## config.mk

```make
export PLATFORM = sky130hd
export DESIGN_NAME = cla_sub_32_pipe_flat
export DESIGN_NICKNAME = d
export VERILOG_FILES = /design/src/rtl/cla_sub_32_pipe_if.sv /design/src/rtl/cla_sub_32_pipe.sv /design/src/flat_wrapper.sv
export SDC_FILE = /design/constraint.sdc
export NUM_CORES = 1
export LEC_CHECK = 0
export CAP_MARGIN = 0
export CORE_AREA = 4 4 128 130
export DETAILED_ROUTE_END_ITERATION = 8
export DIE_AREA = 0 0 132 134
export PLACE_DENSITY_LB_ADDON = 0.1
export SLEW_MARGIN = 0
export SYNTH_ARGS = -nofsm -noshare
export SYNTH_HDL_FRONTEND = slang
export SYNTH_SLANG_ARGS = --single-unit
```

## constraint.sdc

```tcl
create_clock -name clk -period 9.5 [get_ports clk]
set_input_delay 1.425 -clock clk [delete_from_list [all_inputs] [get_ports clk]]
set_output_delay 1.425 -clock clk [all_outputs]
set_load 0.02 [all_outputs]
```

## src/rtl/cla_sub_32_pipe_if.sv

```systemverilog
// cla_sub_32_pipe_if: stream bundle for the pipelined CLA subtractor.
//
// Handshake: a transfer happens on a rising clock edge when valid and ready
// are both high. A producer holding valid high keeps its payload stable until
// the transfer; ready may depend combinationally on the consumer's state.
//
// Signals:
//   in_valid / in_ready   operand stream (a, b, bin) into the subtractor
//   out_valid / out_ready result stream (diff, bout, ovf, zero) out of it
//
// Modports:
//   master  the side that supplies operands and consumes results
//   slave   the subtractor itself
interface cla_sub_32_pipe_if #(
   parameter int WIDTH = 32
);
   logic             in_valid;
   logic             in_ready;
   logic [WIDTH-1:0] a;
   logic [WIDTH-1:0] b;
   logic             bin;
   logic             out_valid;
   logic             out_ready;
   logic [WIDTH-1:0] diff;
   logic             bout;
   logic             ovf;
   logic             zero;

   modport master (
      output in_valid, a, b, bin, out_ready,
      input  in_ready, out_valid, diff, bout, ovf, zero
   );

   modport slave (
      input  in_valid, a, b, bin, out_ready,
      output in_ready, out_valid, diff, bout, ovf, zero
   );
endinterface

```

## src/rtl/cla_sub_32_pipe.sv

```systemverilog
// cla_sub_32_pipe: two-stage pipelined subtractor, diff = a - b - bin.
//
// Computed as a + ~b + ~bin with two WIDTH/2 carry-lookahead halves. The low
// half is evaluated on the incoming operands and registered together with the
// upper operand halves and the inter-half carry; the high half is evaluated
// from those registers in the second stage. A final carry of 0 means a borrow,
// so bout = ~carry, matching the adder's carry convention.
//
// Ports:
//   clk   rising-edge clock
//   rst   synchronous, active-high reset (clears both stages and all outputs)
//   bus   cla_sub_32_pipe_if.slave: in_valid/in_ready/a/b/bin in,
//         out_valid/out_ready/diff/bout/ovf/zero out (all outputs registered)
//
// Optional build macro CLA_SUB_32_SAT_EN: on signed overflow, diff is clamped
// to the most positive (a >= 0) or most negative (a < 0) value; bout and ovf
// still report the raw result. Without the macro diff wraps modulo 2^WIDTH.
module cla_sub_32_pipe #(
   parameter int WIDTH = 32
) (
   input logic              clk,
   input logic              rst,
   cla_sub_32_pipe_if.slave bus
);
   localparam int HW = WIDTH / 2;

   // Half-adder operands: index 0 is the low half (stage 1), 1 the high half.
   logic [HW-1:0] hx   [2];
   logic [HW-1:0] hy   [2];
   logic [HW-1:0] hsum [2];
   logic          hcin [2];
   logic          hcout[2];

   // Stage 1 registers
   logic          s1_valid;
   logic [HW-1:0] s1_a_hi;
   logic [HW-1:0] s1_b_hi;
   logic [HW-1:0] s1_lo;
   logic          s1_c;

   // Stage 2 registers (drive the outputs directly)
   logic             s2_valid;
   logic [WIDTH-1:0] s2_diff;
   logic             s2_bout;
   logic             s2_ovf;
   logic             s2_zero;

   logic s1_en;
   logic s2_en;

   // A stage may load when it is empty or its contents move on this edge.
   assign s2_en        = !s2_valid || bus.out_ready;
   assign s1_en        = !s1_valid || s2_en;
   assign bus.in_ready = s1_en;

   assign hx[0]   = bus.a[HW-1:0];
   assign hy[0]   = ~bus.b[HW-1:0];
   assign hcin[0] = ~bus.bin;
   assign hx[1]   = s1_a_hi;
   assign hy[1]   = ~s1_b_hi;
   assign hcin[1] = s1_c;

   // Each half: 4-bit lookahead groups. Within a group every carry is formed
   // directly from the group carry-in through prefix generate/propagate
   // terms; group carries chain from one group to the next. Per-bit scalars
   // in generate scopes keep the carry network free of vector feedback.
   for (genvar h = 0; h < 2; h++) begin : g_half
      logic [HW-1:0] g;
      logic [HW-1:0] p;

      assign g = hx[h] & hy[h];
      assign p = hx[h] ^ hy[h];

      for (genvar i = 0; i < HW; i++) begin : g_bit
         logic gg;   // generate of bits [group start .. i]
         logic pg;   // propagate of bits [group start .. i]
         logic gcin; // carry into the current 4-bit group
         logic ci;   // carry into this bit
         logic co;   // carry out of this bit

         if (i % 4 == 0) begin : g_head
            assign gg = g[i];
            assign pg = p[i];
         end else begin : g_tail
            assign gg = g[i] | (p[i] & g_bit[i-1].gg);
            assign pg = p[i] & g_bit[i-1].pg;
         end

         if (i < 4) begin : g_gc0
            assign gcin = hcin[h];
         end else begin : g_gcn
            assign gcin = g_bit[(i/4)*4 - 1].co;
         end

         if (i == 0) begin : g_ci0
            assign ci = hcin[h];
         end else begin : g_cin
            assign ci = g_bit[i-1].co;
         end

         assign co         = gg | (pg & gcin);
         assign hsum[h][i] = p[i] ^ ci;
      end

      assign hcout[h] = g_bit[HW-1].co;
   end

   // Stage 2 next-state: assemble the result and derive the flags.
   logic [WIDTH-1:0] raw_n;
   logic [WIDTH-1:0] diff_n;
   logic             a_neg;
   logic             b_neg;
   logic             ovf_n;
   logic             zero_n;
   logic             bout_n;

   always_comb begin
      raw_n  = {hsum[1], s1_lo};
      a_neg  = s1_a_hi[HW-1];
      b_neg  = s1_b_hi[HW-1];
      // Subtraction overflows only when operand signs differ and the result
      // sign disagrees with the minuend.
      ovf_n  = (a_neg != b_neg) && (raw_n[WIDTH-1] != a_neg);
      diff_n = raw_n;
`ifdef CLA_SUB_32_SAT_EN
      if (ovf_n) begin
         diff_n = a_neg ? {1'b1, {(WIDTH-1){1'b0}}} : {1'b0, {(WIDTH-1){1'b1}}};
      end
`else
`endif
      zero_n = (diff_n == '0);
      bout_n = ~hcout[1];
   end

   always_ff @(posedge clk) begin
      if (rst) begin
         s1_valid <= 1'b0;
         s1_a_hi  <= '0;
         s1_b_hi  <= '0;
         s1_lo    <= '0;
         s1_c     <= 1'b0;
      end else if (s1_en) begin
         s1_valid <= bus.in_valid;
         // Operands are only captured with a real transfer.
         if (bus.in_valid) begin
            s1_a_hi <= bus.a[WIDTH-1:HW];
            s1_b_hi <= bus.b[WIDTH-1:HW];
            s1_lo   <= hsum[0];
            s1_c    <= hcout[0];
         end
      end
   end

   always_ff @(posedge clk) begin
      if (rst) begin
         s2_valid <= 1'b0;
         s2_diff  <= '0;
         s2_bout  <= 1'b0;
         s2_ovf   <= 1'b0;
         s2_zero  <= 1'b0;
      end else if (s2_en) begin
         s2_valid <= s1_valid;
         if (s1_valid) begin
            s2_diff <= diff_n;
            s2_bout <= bout_n;
            s2_ovf  <= ovf_n;
            s2_zero <= zero_n;
         end
      end
   end

   assign bus.out_valid = s2_valid;
   assign bus.diff      = s2_diff;
   assign bus.bout      = s2_bout;
   assign bus.ovf       = s2_ovf;
   assign bus.zero      = s2_zero;
endmodule

```

## src/flat_wrapper.sv

```systemverilog
// flat-port wrapper written by rule: the top's interface ports become plain ports
module cla_sub_32_pipe_flat 
#(
   parameter int WIDTH = 32
)
  (clk, rst, bus_in_valid, bus_a, bus_b, bus_bin, bus_out_ready, bus_in_ready, bus_out_valid, bus_diff, bus_bout, bus_ovf, bus_zero);
  cla_sub_32_pipe_if #(.WIDTH(WIDTH)) bus_i ();
  input logic clk;
  input logic rst;
  input wire logic [$bits(bus_i.in_valid)-1:0] bus_in_valid;
  input wire logic [$bits(bus_i.a)-1:0] bus_a;
  input wire logic [$bits(bus_i.b)-1:0] bus_b;
  input wire logic [$bits(bus_i.bin)-1:0] bus_bin;
  input wire logic [$bits(bus_i.out_ready)-1:0] bus_out_ready;
  output wire logic [$bits(bus_i.in_ready)-1:0] bus_in_ready;
  output wire logic [$bits(bus_i.out_valid)-1:0] bus_out_valid;
  output wire logic [$bits(bus_i.diff)-1:0] bus_diff;
  output wire logic [$bits(bus_i.bout)-1:0] bus_bout;
  output wire logic [$bits(bus_i.ovf)-1:0] bus_ovf;
  output wire logic [$bits(bus_i.zero)-1:0] bus_zero;
  assign bus_i.in_valid = bus_in_valid;
  assign bus_i.a = bus_a;
  assign bus_i.b = bus_b;
  assign bus_i.bin = bus_bin;
  assign bus_i.out_ready = bus_out_ready;
  assign bus_in_ready = bus_i.in_ready;
  assign bus_out_valid = bus_i.out_valid;
  assign bus_diff = bus_i.diff;
  assign bus_bout = bus_i.bout;
  assign bus_ovf = bus_i.ovf;
  assign bus_zero = bus_i.zero;
  cla_sub_32_pipe #(.WIDTH(WIDTH)) u_core (.clk(clk), .rst(rst), .bus(bus_i));
endmodule
```

* Word level (Yosys, flattened, before mapping)
Cells that the tools add are included.
Operators by class: eq/ne operators 2, bitwise gates (word level) 176, reductions and logical operators 8
Operators with widths (number):
- $and A1 B1 Y1 | 80
- $or A1 B1 Y1 | 56
- $and A16 B16 Y16 | 2
- $logic_not A32 Y1 | 1
- $not A16 Y16 | 2
- $xor A1 B1 Y1 | 32
- $xor A16 B16 Y16 | 2
- $reduce_and A2 Y1 | 2
- $logic_not A1 Y1 | 2
- $logic_or A1 B1 Y1 | 2
- $ne A1 B1 Y1 | 2
- $not A1 Y1 | 2
- $logic_and A1 B1 Y1 | 1
Storage, ports and cells: flip-flop bits (word level) 86, output and inout port bits 37, logic and storage cells 196

* Longest topological paths before layout
Gate-level depths: netlist of the first run.
depth in word-level cells 18, depth in mapped cells 15, depth with buffers taken out 15

* Worst setup path after synthesis of the first run
OpenSTA, ideal clock, no wires.
path type flip-flop to flip-flop, from register u_core.s1_b_hi[4], to register u_core.s2_zero (netlist: u_core.bus.zero), arrival 3.555 ns, data required time 9.416 ns, slack 5.861 ns, stages on the path, launching flop included 15, buffers on the path 0, cells stage by stage dfxtp_1 -> inv_1 -> ha_1 -> and4_1 -> nor3b_1 -> o21bai_1 -> a31oi_1 -> nor2_1 -> fa_1 -> nor4b_1 -> and3_1 -> nand4_1 -> or4_1 -> or4_1 -> o31ai_2
On the way: longest elaborated chain between the ends 15, elaborated cells between the ends (all ways) 47, classes of those cells 46 x bitwise; 1 x reduce/logical
Ends and longest elaborated chain:
- start, declared | line cla_sub_32_pipe.sv:37 | logic [HW-1:0] s1_b_hi;
- start signal, assigned | line cla_sub_32_pipe.sv:147 | s1_b_hi <= bus.b[WIDTH-1:HW];
- $not A16 Y16 * | line cla_sub_32_pipe.sv:60 | assign hy[1] = ~s1_b_hi;
- $and A16 B16 Y16 | line cla_sub_32_pipe.sv:71 | assign g = hx[h] & hy[h];
- $and A1 B1 Y1 | line cla_sub_32_pipe.sv:85 | assign gg = g[i] | (p[i] & g_bit[i-1].gg);
- $or A1 B1 Y1 | line cla_sub_32_pipe.sv:85
- $and A1 B1 Y1 | line cla_sub_32_pipe.sv:85
- $or A1 B1 Y1 | line cla_sub_32_pipe.sv:85
- $and A1 B1 Y1 | line cla_sub_32_pipe.sv:85
- $or A1 B1 Y1 | line cla_sub_32_pipe.sv:85
- $or A1 B1 Y1 | line cla_sub_32_pipe.sv:101 | assign co = gg | (pg & gcin);
- $and A1 B1 Y1 | line cla_sub_32_pipe.sv:101
- $or A1 B1 Y1 | line cla_sub_32_pipe.sv:101
- $and A1 B1 Y1 | line cla_sub_32_pipe.sv:101
- $or A1 B1 Y1 | line cla_sub_32_pipe.sv:101
- $xor A1 B1 Y1 | line cla_sub_32_pipe.sv:102 | assign hsum[h][i] = p[i] ^ ci;
- $logic_not A32 Y1 * | line cla_sub_32_pipe.sv:131 | zero_n = (diff_n == '0);
- end signal, assigned | line cla_sub_32_pipe.sv:167 | s2_zero <= zero_n;
- end, declared | line cla_sub_32_pipe.sv:46 | logic s2_zero;
Mark *: on every way between the ends. The rest lies on a longest branch, timed or not. A chain may end at the register's enable or synchronous reset.

* Worst setup path in the final report of the first run
Ends and elaborated chain as after synthesis.

==> flow_metrics.env, run 1 <==
export IMPL_p_total_uw=994
export IMPL_critPathLaunchType="flop"
export IMPL_crit_path_max_fanout=3
export IMPL_initial_utilization_pct=29.8
export IMPL_gr_usage_all_layers_pct=13.6
export IMPL_timing_final_crit_share_pct=43.5
export IMPL_post_cts_hold_buffer_count=0
export IMPL_synth_area_sq_um=4510
export IMPL_postLayoutSetupSlackWorst_ns=5.37
export IMPL_yosys_warnings=0
export IMPL_clock_sink_count=86
export IMPL_ys_dominant_reg_cell="sky130_fd_sc_hd__dfxtp_1"
export IMPL_synthesis_area_per_instance_sq_um=7.91
export IMPL_final_layout_size_suffix_gt1_share_pct=5.25
export IMPL_first_iter_violations=257
export IMPL_synth_async_reset_ratio_pct=0
export IMPL_cts_made_buffers=9
export IMPL_fillers=1589
export IMPL_multi_input_gate_area_in_the_final_layout_sq_um=2530
export IMPL_area_delta_synth_final_pct=33.2
export IMPL_drt_wirelength_per_cell_um=13.9
export IMPL_cts_root_buf="sky130_fd_sc_hd__clkbuf_16"
export IMPL_finalSetupViolCount=0
export IMPL_fin_crit_ns=4.13
export IMPL_synth_cell_types=56
export IMPL_synth_fp_nets=680
export IMPL_worstPathArrival_ns=4.38
export IMPL_leftover_overflow_at_the_end_of_global_routing=0
export IMPL_detail_route_vias_per_cell=4.75
export IMPL_synth_edf_count=0
export IMPL_die_y_um=134
export IMPL_seq_area_frac_synth_pct=38.1
export IMPL_timing_setup_critical_path_class="reg2reg"
export IMPL_min_from="u_core.bus.ovf$_SDFFE_PP0P_"
export IMPL_final_net_count=771
export IMPL_outcome="completed"
export IMPL_dr_pass1_iters=4
export IMPL_total_leakage_power_nw=2.36
export IMPL_clock_insertion_delay_worst_skew_ns=0.34
export IMPL_grt_antenna_before_repair=0
export IMPL_number_of_core_rows=45
export IMPL_max_cap_violations=0
export IMPL_dp_final_hpwl_um=9070
export IMPL_hold_violations=0
export IMPL_pins_over_their_slew_limit=0
export IMPL_ff_latch_count_synth=86
export IMPL_tritoncts_clock_tree="yes"
export IMPL_worst_r2r_setup_slack_ns=5.37
export IMPL_cts_path_max_buffers=2
export IMPL_highest_attainable_clock_frequency_ghz=0.242
export IMPL_route_detailed_drc=0
export IMPL_rsz0062_at_grt="false"
export IMPL_power_per_cell_area_nw_per_um2=165
export IMPL_layout_commonest_cell="sky130_fd_sc_hd__nand2_1"
export IMPL_holdPathEnd="u_core.bus.ovf$_SDFFE_PP0P_"
export IMPL_regToRegEndpoint="u_core.bus.zero$_SDFFE_PP0P_"
export IMPL_holdPathStages=2
export IMPL_register_area_sq_um=1720
export IMPL_worst_setup_path_end_kind="flop"
export IMPL_finalClockSkew_ns=0.00651
export IMPL_first_pass_grt_wire_length_um=19800
export IMPL_critPathRequiredTime_ns=9.75
export IMPL_die_x_um=132
export IMPL_worstMarginPinSlew_ns=1.18
export IMPL_tns_ns=0
export IMPL_globalplace_congestion=0.860
export IMPL_wl_um=11900
export IMPL_hold_path_class="reg2reg"
export IMPL_critical_path_reg2reg_startpoint="u_core.s1_b_hi[4]$_SDFFE_PP0P_"
export IMPL_dieArea_sq_um=17700
export IMPL_reg2reg_depth=14
export IMPL_final_cell_mix="sky130_fd_sc_hd__nand2_1 (145), sky130_fd_sc_hd__clkdlybuf4s50_1 (104), sky130_fd_sc_hd__dfxtp_1 (86), sky130_fd_sc_hd__a21oi_1 (84), sky130_fd_sc_hd__inv_1 (43)"
export IMPL_peakVddDrop_uv=78.1
export IMPL_dp_slack_ns=5.31
export IMPL_ctsResizeCount=0
export IMPL_timing_critical_path_from="u_core.s1_b_hi[4]$_SDFFE_PP0P_"
export IMPL_place_port_buffers=105
export IMPL_antenna_cells=0
export IMPL_synthCells=571
export IMPL_num_io_pins=106
export IMPL_final_antenna_net_count=0
export IMPL_clk_pin_slew_worst_paths_ns=0.06
export IMPL_grt_max_degree=89
export IMPL_first_global_vias=4107
export IMPL_timing_max_slew_rel_slack_pct=21.4
export IMPL_post_cts_buffers=0
export IMPL_cts_htree_levels=3
export IMPL_placeableCoreArea_sq_um=15100
export IMPL_count_of_vias_placed_by_the_detailed_router=4062
worst max path at each step:
stage	end	slack, ns	cells past startpoint
finish	u_core.bus.zero$_SDFFE_PP0P_	5.37	14
global route	u_core.bus.zero$_SDFFE_PP0P_	5.08	14
CTS	u_core.bus.zero$_SDFFE_PP0P_	5.37	14
detailed placement	u_core.s1_lo[13]$_SDFFE_PP0P_	5.31	12
global placement	bus_in_ready	5.39	4
floorplan	u_core.bus.zero$_SDFFE_PP0P_	5.86	14
cells in the mapped netlist (5+ instances only):
master / number / area share, %
sky130_fd_sc_hd__a211oi_1: 9 / 1.5
sky130_fd_sc_hd__a21o_1: 5 / 0.83
sky130_fd_sc_hd__a21oi_1: 84 / 9.3
sky130_fd_sc_hd__a31oi_1: 5 / 0.69
sky130_fd_sc_hd__clkbuf_1: 25 / 2.1
sky130_fd_sc_hd__dfxtp_1: 86 / 38
sky130_fd_sc_hd__fa_1: 8 / 3.5
sky130_fd_sc_hd__ha_1: 32 / 8.9
sky130_fd_sc_hd__inv_1: 43 / 3.6
sky130_fd_sc_hd__nand2_1: 145 / 12
sky130_fd_sc_hd__nand3_1: 6 / 0.67
sky130_fd_sc_hd__nor2_1: 34 / 2.8
sky130_fd_sc_hd__nor3_1: 7 / 0.78
sky130_fd_sc_hd__xnor2_1: 10 / 1.9
sky130_fd_sc_hd__xor2_1: 8 / 1.6
layer usage:
layer	global-route usage [%]	vias up	wire length, um
li1	-	2095	-
met2	20.4	103	5070
met3	3.38	14	615
met4	4.84	0	213
met1	19.1	1850	5970
met5	0	-	0
critical path, cell delays in order (launching register included):
cell and delay [ns]:
sky130_fd_sc_hd__dfxtp_1 0.39, sky130_fd_sc_hd__inv_1 0.07, sky130_fd_sc_hd__ha_1 0.31, sky130_fd_sc_hd__and4_1 0.21, sky130_fd_sc_hd__nor3b_1 0.27, sky130_fd_sc_hd__o21bai_1 0.16
sky130_fd_sc_hd__a31oi_1 0.35, sky130_fd_sc_hd__nor2_1 0.11, sky130_fd_sc_hd__fa_1 0.57, sky130_fd_sc_hd__nor4b_1 0.20, sky130_fd_sc_hd__and3_1 0.20, sky130_fd_sc_hd__nand4_1 0.12
sky130_fd_sc_hd__or4_1 0.50, sky130_fd_sc_hd__or4_1 0.42, sky130_fd_sc_hd__o31ai_2 0.17
registers in the layout, indices dropped and copies added, names as in the netlist:
name	cells
u_core.s1_valid	1
u_core.bus.out_valid	1
u_core.bus.ovf	1
u_core.s1_b_hi	16
u_core.g_half.g_bit.ci	1
u_core.bus.bout	1
u_core.s1_lo	16
u_core.bus.zero	1
u_core.s1_a_hi	16
u_core.bus.diff	32
cells by family (layout without fill, tap and decap cells):
| kind of cell | count (synthesis) | after routing | share of synthesized area, % |
|---|---|---|---|
| AO/OA/AOI/OAI | 130 | 130 | 17.3 |
| AND/OR/NAND/NOR | 224 | 224 | 22.2 |
| XOR/XNOR | 18 | 18 | 3.49 |
| multiplexers | 2 | 2 | 0.471 |
| buffers and inverters | 71 | 167 | 5.99 |
| flip-flops | 86 | 86 | 38.1 |
| adder cells (fa/ha/maj) | 40 | 40 | 12.4 |
power breakdown:
part / total [mW] / switching (mW) / internal, mW
Sequential: 0.404 / 0.0188 / 0.385
Combinational: 0.237 / 0.127 / 0.111
Clock: 0.352 / 0.148 / 0.205
Total: 0.994 / 0.293 / 0.701
per-stage QoR:
step,cells,hold slack (ns),cell area (sq um),util [%]
after CTS,855,0.458,6010,39.7
final,855,0.455,6010,39.7
after detailed placement,839,0.449,5710,37.7
after global routing,855,0.471,6010,39.7
after global placement,839,0.446,5710,37.7
after floorplan,571,0.436,4510,-
layout make-up:
class                           instances  share of cell area (%)
Clock buffer                            9                    3.75
Clock inverter                          7                    1.23
Inverter                               43                    2.68
Multi-Input combinational cell        414                    42.0
Sequential cell                        86                    28.6
Tap cell                              188                    3.91
Timing Repair Buffer                  108                    17.8
(Power assumes the default switching activity.)
==> run 2: changes to the inputs <==
==> constraint.sdc (replaced) <==
create_clock -name clk -period 3.5 [get_ports clk]
set_input_delay 0.525 -clock clk [delete_from_list [all_inputs] [get_ports clk]]
set_output_delay 0.525 -clock clk [all_outputs]
set_load 0.02 [all_outputs]
==> flow_metrics.env, run 2 (synthesis gave the netlist of run 1 again) <==
export IMPL_critPathLaunchType="flop"
export IMPL_final_net_count=811
export IMPL_final_antenna_net_count=0
export IMPL_total_leakage_power_nw=2.59
export IMPL_cts_root_buf="sky130_fd_sc_hd__clkbuf_16"
export IMPL_layout_cell_area_non_filler_sq_um=6460
export IMPL_initial_utilization_pct=29.8
export IMPL_antenna_cells=0
export IMPL_power_share_of_the_clock_group_pct=34.2
export IMPL_leftover_overflow_at_the_end_of_global_routing=0
export IMPL_route_detailed_drc=0
export IMPL_timing_critical_path_from="u_core.s1_b_hi[6]$_SDFFE_PP0P_"
export IMPL_dp_final_hpwl_um=9740
export IMPL_critical_path_reg2reg_startpoint="u_core.s1_b_hi[6]$_SDFFE_PP0P_"
export IMPL_globalplace_congestion=0.850
export IMPL_timing_final_crit_share_pct=106
export IMPL_die_y_um=134
export IMPL_postLayoutSetupSlackWorst_ns=-0.193
export IMPL_power_per_cell_area_nw_per_um2=441
export IMPL_place_port_buffers=105
export IMPL_area_delta_synth_final_pct=43.2
export IMPL_dr_pass1_iters=4
export IMPL_first_global_vias=4229
export IMPL_whs_ns=0.453
export IMPL_drt_wirelength_per_cell_um=14.1
export IMPL_finalSetupViolCount=1
export IMPL_worst_r2r_setup_slack_ns=-0.19
export IMPL_finish_utilization_pct=42.7
export IMPL_power_frac_seq_pct=38.6
export IMPL_cts_htree_levels=3
export IMPL_final_layout_size_suffix_gt1_share_pct=13.6
export IMPL_detail_route_vias_per_cell=4.68
export IMPL_die_x_um=132
export IMPL_min_from="u_core.s1_b_hi[5]$_SDFFE_PP0P_"
export IMPL_crit_path_max_fanout=2
export IMPL_max_cap_violations=0
export IMPL_placeableCoreArea_sq_um=15100
export IMPL_num_io_pins=106
export IMPL_placed_cell_area_sq_um=5980
export IMPL_layout_commonest_cell="sky130_fd_sc_hd__nand2_1"
export IMPL_gr_usage_all_layers_pct=14.5
export IMPL_netSwitchingPower_uw=845
export IMPL_peakVddDrop_uv=215
export IMPL_hold_path_class="reg2reg"
export IMPL_tritoncts_clock_tree="yes"
export IMPL_number_of_core_rows=45
export IMPL_worst_setup_path_end_kind="flop"
export IMPL_timing_setup_critical_path_class="reg2reg"
export IMPL_critPathRequiredTime_ns=3.76
export IMPL_fin_crit_ns=3.69
export IMPL_cts_path_max_buffers=2
export IMPL_p_total_mw=2.85
export IMPL_clk_pin_slew_worst_paths_ns=0.07
export IMPL_finalClockSkew_ns=0.00722
export IMPL_cts_made_buffers=9
export IMPL_grt_antenna_before_repair=0
export IMPL_count_of_vias_placed_by_the_detailed_router=4186
export IMPL_wl_um=12600
export IMPL_outcome="finished with violations"
export IMPL_worstPathArrival_ns=3.96
export IMPL_final_cell_mix="sky130_fd_sc_hd__nand2_1 (145), sky130_fd_sc_hd__clkdlybuf4s50_1 (104), sky130_fd_sc_hd__a21oi_1 (84), sky130_fd_sc_hd__dfxtp_1 (81), sky130_fd_sc_hd__buf_4 (43)"
export IMPL_p_int_mw=2.00
export IMPL_p_sw_share_pct=29.7
export IMPL_largest_register_ff_count=32
export IMPL_pins_over_their_slew_limit=0
export IMPL_grt_max_degree=88
export IMPL_hold_violations=0
export IMPL_power_share_combinational_pct=27.3
export IMPL_first_pass_grt_wire_length_um=21000
export IMPL_clock_insertion_delay_worst_skew_ns=0.34
export IMPL_highest_attainable_clock_frequency_ghz=0.271
export IMPL_clock_sink_count=86
export IMPL_first_iter_violations=253
export IMPL_failing_checks="negative setup slack"
export IMPL_rsz0062_at_grt="true"
export IMPL_worstMarginPinSlew_ns=0.903
export IMPL_timing_max_slew_rel_slack_pct=39.8
export IMPL_dieArea_sq_um=17700
==> run 2: final cells by class <==
cell class	count	area (sq um)
Tap cell	188	235
Multi-Input combinational cell	414	2670
Sequential cell	86	1730
Clock buffer	9	225
Fill cell	1512	8680
Clock inverter	7	81.3
Inverter	43	161
Timing Repair Buffer	148	1370
==> run 2: critical path, stage by stage, from the launching register on <==
cell and delay (ns):
sky130_fd_sc_hd__dfxtp_2 0.33, sky130_fd_sc_hd__inv_2 0.04, sky130_fd_sc_hd__ha_4 0.23, sky130_fd_sc_hd__and4_1 0.21
sky130_fd_sc_hd__o2bb2ai_1 0.15, sky130_fd_sc_hd__nor2_2 0.16, sky130_fd_sc_hd__a21boi_2 0.08, sky130_fd_sc_hd__buf_4 0.15
sky130_fd_sc_hd__buf_4 0.12, sky130_fd_sc_hd__buf_4 0.12, sky130_fd_sc_hd__buf_4 0.12, sky130_fd_sc_hd__buf_4 0.12
sky130_fd_sc_hd__buf_4 0.12, sky130_fd_sc_hd__buf_4 0.12, sky130_fd_sc_hd__buf_4 0.12, sky130_fd_sc_hd__buf_4 0.12
sky130_fd_sc_hd__buf_4 0.13, sky130_fd_sc_hd__o41ai_4 0.32, sky130_fd_sc_hd__xnor2_2 0.12, sky130_fd_sc_hd__or4_4 0.55
sky130_fd_sc_hd__o31ai_4 0.16
==> run 2: power by group through the flow <==
| stage | logic [mW] | clock network, mW | registers (mW) |
|---|---|---|---|
| final | 0.777 | 0.973 | 1.10 |
| after global routing | 0.858 | 1.04 | 1.11 |
| after CTS | 0.756 | 1.00 | 1.10 |
| after detailed placement | 0.710 | 0 | 1.12 |
| after global placement | 0.702 | 0 | 1.12 |
| after floorplan | 0.389 | 0 | 1.14 |
==> run 2: what timing repair did <==
| item | in CTS | in global routing |
|---|---|---|
| gates resized for setup | 3 | 13 |
| pin swaps | 7 | 12 |
| hold buffers | 0 | 0 |
| buffers inserted | 11 | 1 |
| endpoints found under the setup margin | 1 | 2 |
==> run 2: metrics by stage <==
step,TNS [ns],setup slack [ns],cells
2_1_floorplan,-0.0118,-0.0118,571
3_3_place_gp,-0.148,-0.130,867
3_5_place_dp,-0.243,-0.212,867
4_1_cts,-0.110,-0.110,894
5_1_grt,-0.330,-0.330,895
6_report,-0.193,-0.193,895
==> run 2: path summary, 6_finish.rpt <==
path	to	cells past startpoint
min	u_core.s1_b_hi[5]$_SDFFE_PP0P_	2
max	u_core.bus.zero$_SDFFE_PP0P_	20
max reg2reg	u_core.bus.zero$_SDFFE_PP0P_	20
min reg2reg	u_core.s1_b_hi[5]$_SDFFE_PP0P_	2
==> run 2: layer usage <==
metal / share of wire (%) / vias up / wire length [um] / track usage, %
li1: - / 2176 / - / -
met1: 50 / 1925 / 6330 / 20.2
met2: 44 / 76 / 5530 / 21.6
met3: 4.7 / 9 / 588 / 4.16
met4: 1.2 / 0 / 148 / 4.84
met5: 0 / - / 0 / 0
==> run 3: changes to the inputs <==
--- a/config.mk
+++ b/config.mk
@@ -7,8 +7,10 @@
 export LEC_CHECK = 0
 export CAP_MARGIN = 0
 export CORE_AREA = 4 4 128 130
+export CTS_BUF_LIST = sky130_fd_sc_hd__clkbuf_4 sky130_fd_sc_hd__clkbuf_8
 export DETAILED_ROUTE_END_ITERATION = 8
 export DIE_AREA = 0 0 132 134
+export HOLD_SLACK_MARGIN = 0.1
 export PLACE_DENSITY_LB_ADDON = 0.1
 export SLEW_MARGIN = 0
 export SYNTH_ARGS = -nofsm -noshare
==> flow_metrics.env, run 3 (synthesis gave the netlist of run 1 again) <==
export IMPL_layout_cells_non_filler=895
export IMPL_tritoncts_clock_tree="yes"
export IMPL_power_per_cell_area_nw_per_um2=407
export IMPL_first_global_vias=4224
export IMPL_max_cap_violations=0
export IMPL_area_delta_synth_final_pct=40.5
export IMPL_critPathRequiredTime_ns=3.79
export IMPL_placed_cell_area_sq_um=5980
export IMPL_dp_slack_ns=-0.212
export IMPL_crit_path_max_fanout=2
export IMPL_timing_final_crit_share_pct=104
export IMPL_clock_insertion_delay_worst_skew_ns=0.36
export IMPL_gr_usage_all_layers_pct=14.5
export IMPL_worstMarginPinSlew_ns=0.912
export IMPL_route_detailed_drc=0
export IMPL_timing_max_slew_rel_slack_pct=39.2
export IMPL_dp_final_hpwl_um=9740
export IMPL_leftover_overflow_at_the_end_of_global_routing=0
export IMPL_pins_over_their_slew_limit=0
export IMPL_dr_pass1_iters=4
export IMPL_finalClockSkew_ns=0.00897
export IMPL_post_cts_hold_buffer_count=0
export IMPL_number_of_core_rows=45
export IMPL_peakVddDrop_uv=159
export IMPL_layout_commonest_cell="sky130_fd_sc_hd__nand2_1"
export IMPL_failing_checks="negative setup slack"
export IMPL_final_antenna_net_count=0
export IMPL_timing_setup_critical_path_class="reg2reg"
export IMPL_total_leakage_power_nw=2.54
export IMPL_count_of_vias_placed_by_the_detailed_router=4192
export IMPL_grt_max_degree=88
export IMPL_hold_path_class="reg2reg"
export IMPL_first_pass_grt_wire_length_um=20900
export IMPL_final_net_count=811
export IMPL_grt_antenna_before_repair=0
export IMPL_worst_setup_path_end_kind="flop"
export IMPL_worstPathArrival_ns=3.94
export IMPL_outcome="finished with violations"
export IMPL_initial_utilization_pct=29.8
export IMPL_globalplace_congestion=0.850
export IMPL_cts_htree_levels=3
export IMPL_worst_r2r_setup_slack_ns=-0.16
export IMPL_fillers=1529
export IMPL_highest_attainable_clock_frequency_ghz=0.274
export IMPL_p_total_mw=2.58
export IMPL_postLayoutSetupSlackWorst_ns=-0.155
export IMPL_layout_cell_area_non_filler_sq_um=6340
export IMPL_tns_ns=-0.155
export IMPL_dp_cells=867
export IMPL_die_x_um=132
export IMPL_drt_wirelength_per_cell_um=14.0
export IMPL_whs_ns=0.457
export IMPL_final_cell_mix="sky130_fd_sc_hd__nand2_1 (145), sky130_fd_sc_hd__clkdlybuf4s50_1 (104), sky130_fd_sc_hd__a21oi_1 (84), sky130_fd_sc_hd__dfxtp_1 (82), sky130_fd_sc_hd__buf_4 (43)"
export IMPL_critPathLaunchType="flop"
export IMPL_clock_sink_count=86
export IMPL_cts_path_max_buffers=2
export IMPL_first_iter_violations=223
export IMPL_antenna_cells=0
export IMPL_num_io_pins=106
export IMPL_detail_route_vias_per_cell=4.68
export IMPL_finish_utilization_pct=41.9
export IMPL_die_y_um=134
export IMPL_finalSetupViolCount=1
export IMPL_place_port_buffers=105
export IMPL_placeableCoreArea_sq_um=15100
export IMPL_dieArea_sq_um=17700
export IMPL_multi_input_gate_area_in_the_final_layout_sq_um=2640
export IMPL_register_area_sq_um=1730
export IMPL_rsz0062_at_grt="true"
export IMPL_wl_um=12500
export IMPL_cts_made_buffers=9
export IMPL_final_layout_size_suffix_gt1_share_pct=13.4
export IMPL_hold_violations=0
export IMPL_largest_register_ff_count=32
export IMPL_clk_pin_slew_worst_paths_ns=0.09
export IMPL_cts_root_buf="sky130_fd_sc_hd__clkbuf_8"
export IMPL_fin_crit_ns=3.66
run 3: metal layers:
layer	GRT usage (%)	part of all wire [%]	vias to the layer above
li1	-	-	2179
met1	20.2	51	1907
met2	21.5	43	96
met3	4.61	5.5	10
met4	3.97	0.82	0
met5	0	0	-
run 3: cell type report:
cell class                 instances  area share (%)
multi-input combinational        414            41.7
sequential                        86            27.2
clock buffer                       9            1.95
clock inverter                     7            1.28
inverter                          43            2.55
timing repair buffer             148            21.6
tap                              188            3.71
run 3: worst max-delay path, cell delays in order (launching register included):
cell	delay, ns
sky130_fd_sc_hd__dfxtp_2	0.34
sky130_fd_sc_hd__inv_2	0.04
sky130_fd_sc_hd__ha_1	0.27
sky130_fd_sc_hd__a211oi_2	0.33
sky130_fd_sc_hd__nor3b_4	0.08
sky130_fd_sc_hd__nor2_2	0.11
sky130_fd_sc_hd__a21boi_1	0.09
sky130_fd_sc_hd__buf_4	0.15
sky130_fd_sc_hd__buf_4	0.12
sky130_fd_sc_hd__buf_4	0.12
sky130_fd_sc_hd__buf_4	0.12
sky130_fd_sc_hd__buf_4	0.12
sky130_fd_sc_hd__buf_4	0.12
sky130_fd_sc_hd__buf_4	0.12
sky130_fd_sc_hd__buf_4	0.12
sky130_fd_sc_hd__buf_4	0.12
sky130_fd_sc_hd__buf_4	0.13
sky130_fd_sc_hd__o41ai_4	0.25
sky130_fd_sc_hd__xnor2_2	0.12
sky130_fd_sc_hd__or4_4	0.55
sky130_fd_sc_hd__o31ai_4	0.16
run 3: what timing repair did:
action / 4_1_cts / 5_1_grt
hold endpoints to repair: 0 / 0
setup endpoints to repair: 1 / 2
setup buffers: 11 / 1
gates resized for setup: 4 / 10
pin swaps: 7 / 10
run 3: worst paths after layout:
kind | start | to | cells after the start
worst max-delay path | u_core.s1_b_hi[0]$_SDFFE_PP0P_ | u_core.bus.zero$_SDFFE_PP0P_ | 20
worst min-delay path | u_core.bus.ovf$_SDFFE_PP0P_ | u_core.bus.ovf$_SDFFE_PP0P_ | 2
worst max register to register | u_core.s1_b_hi[0]$_SDFFE_PP0P_ | u_core.bus.zero$_SDFFE_PP0P_ | 20
worst min register to register | u_core.bus.ovf$_SDFFE_PP0P_ | u_core.bus.ovf$_SDFFE_PP0P_ | 2
run 3: power by group:
part | switching, mW | total (mW) | internal (mW)
Clock | 0.379 | 0.718 | 0.338
Sequential | 0.0508 | 1.10 | 1.05
Combinational | 0.378 | 0.769 | 0.391
Total | 0.808 | 2.58 | 1.77
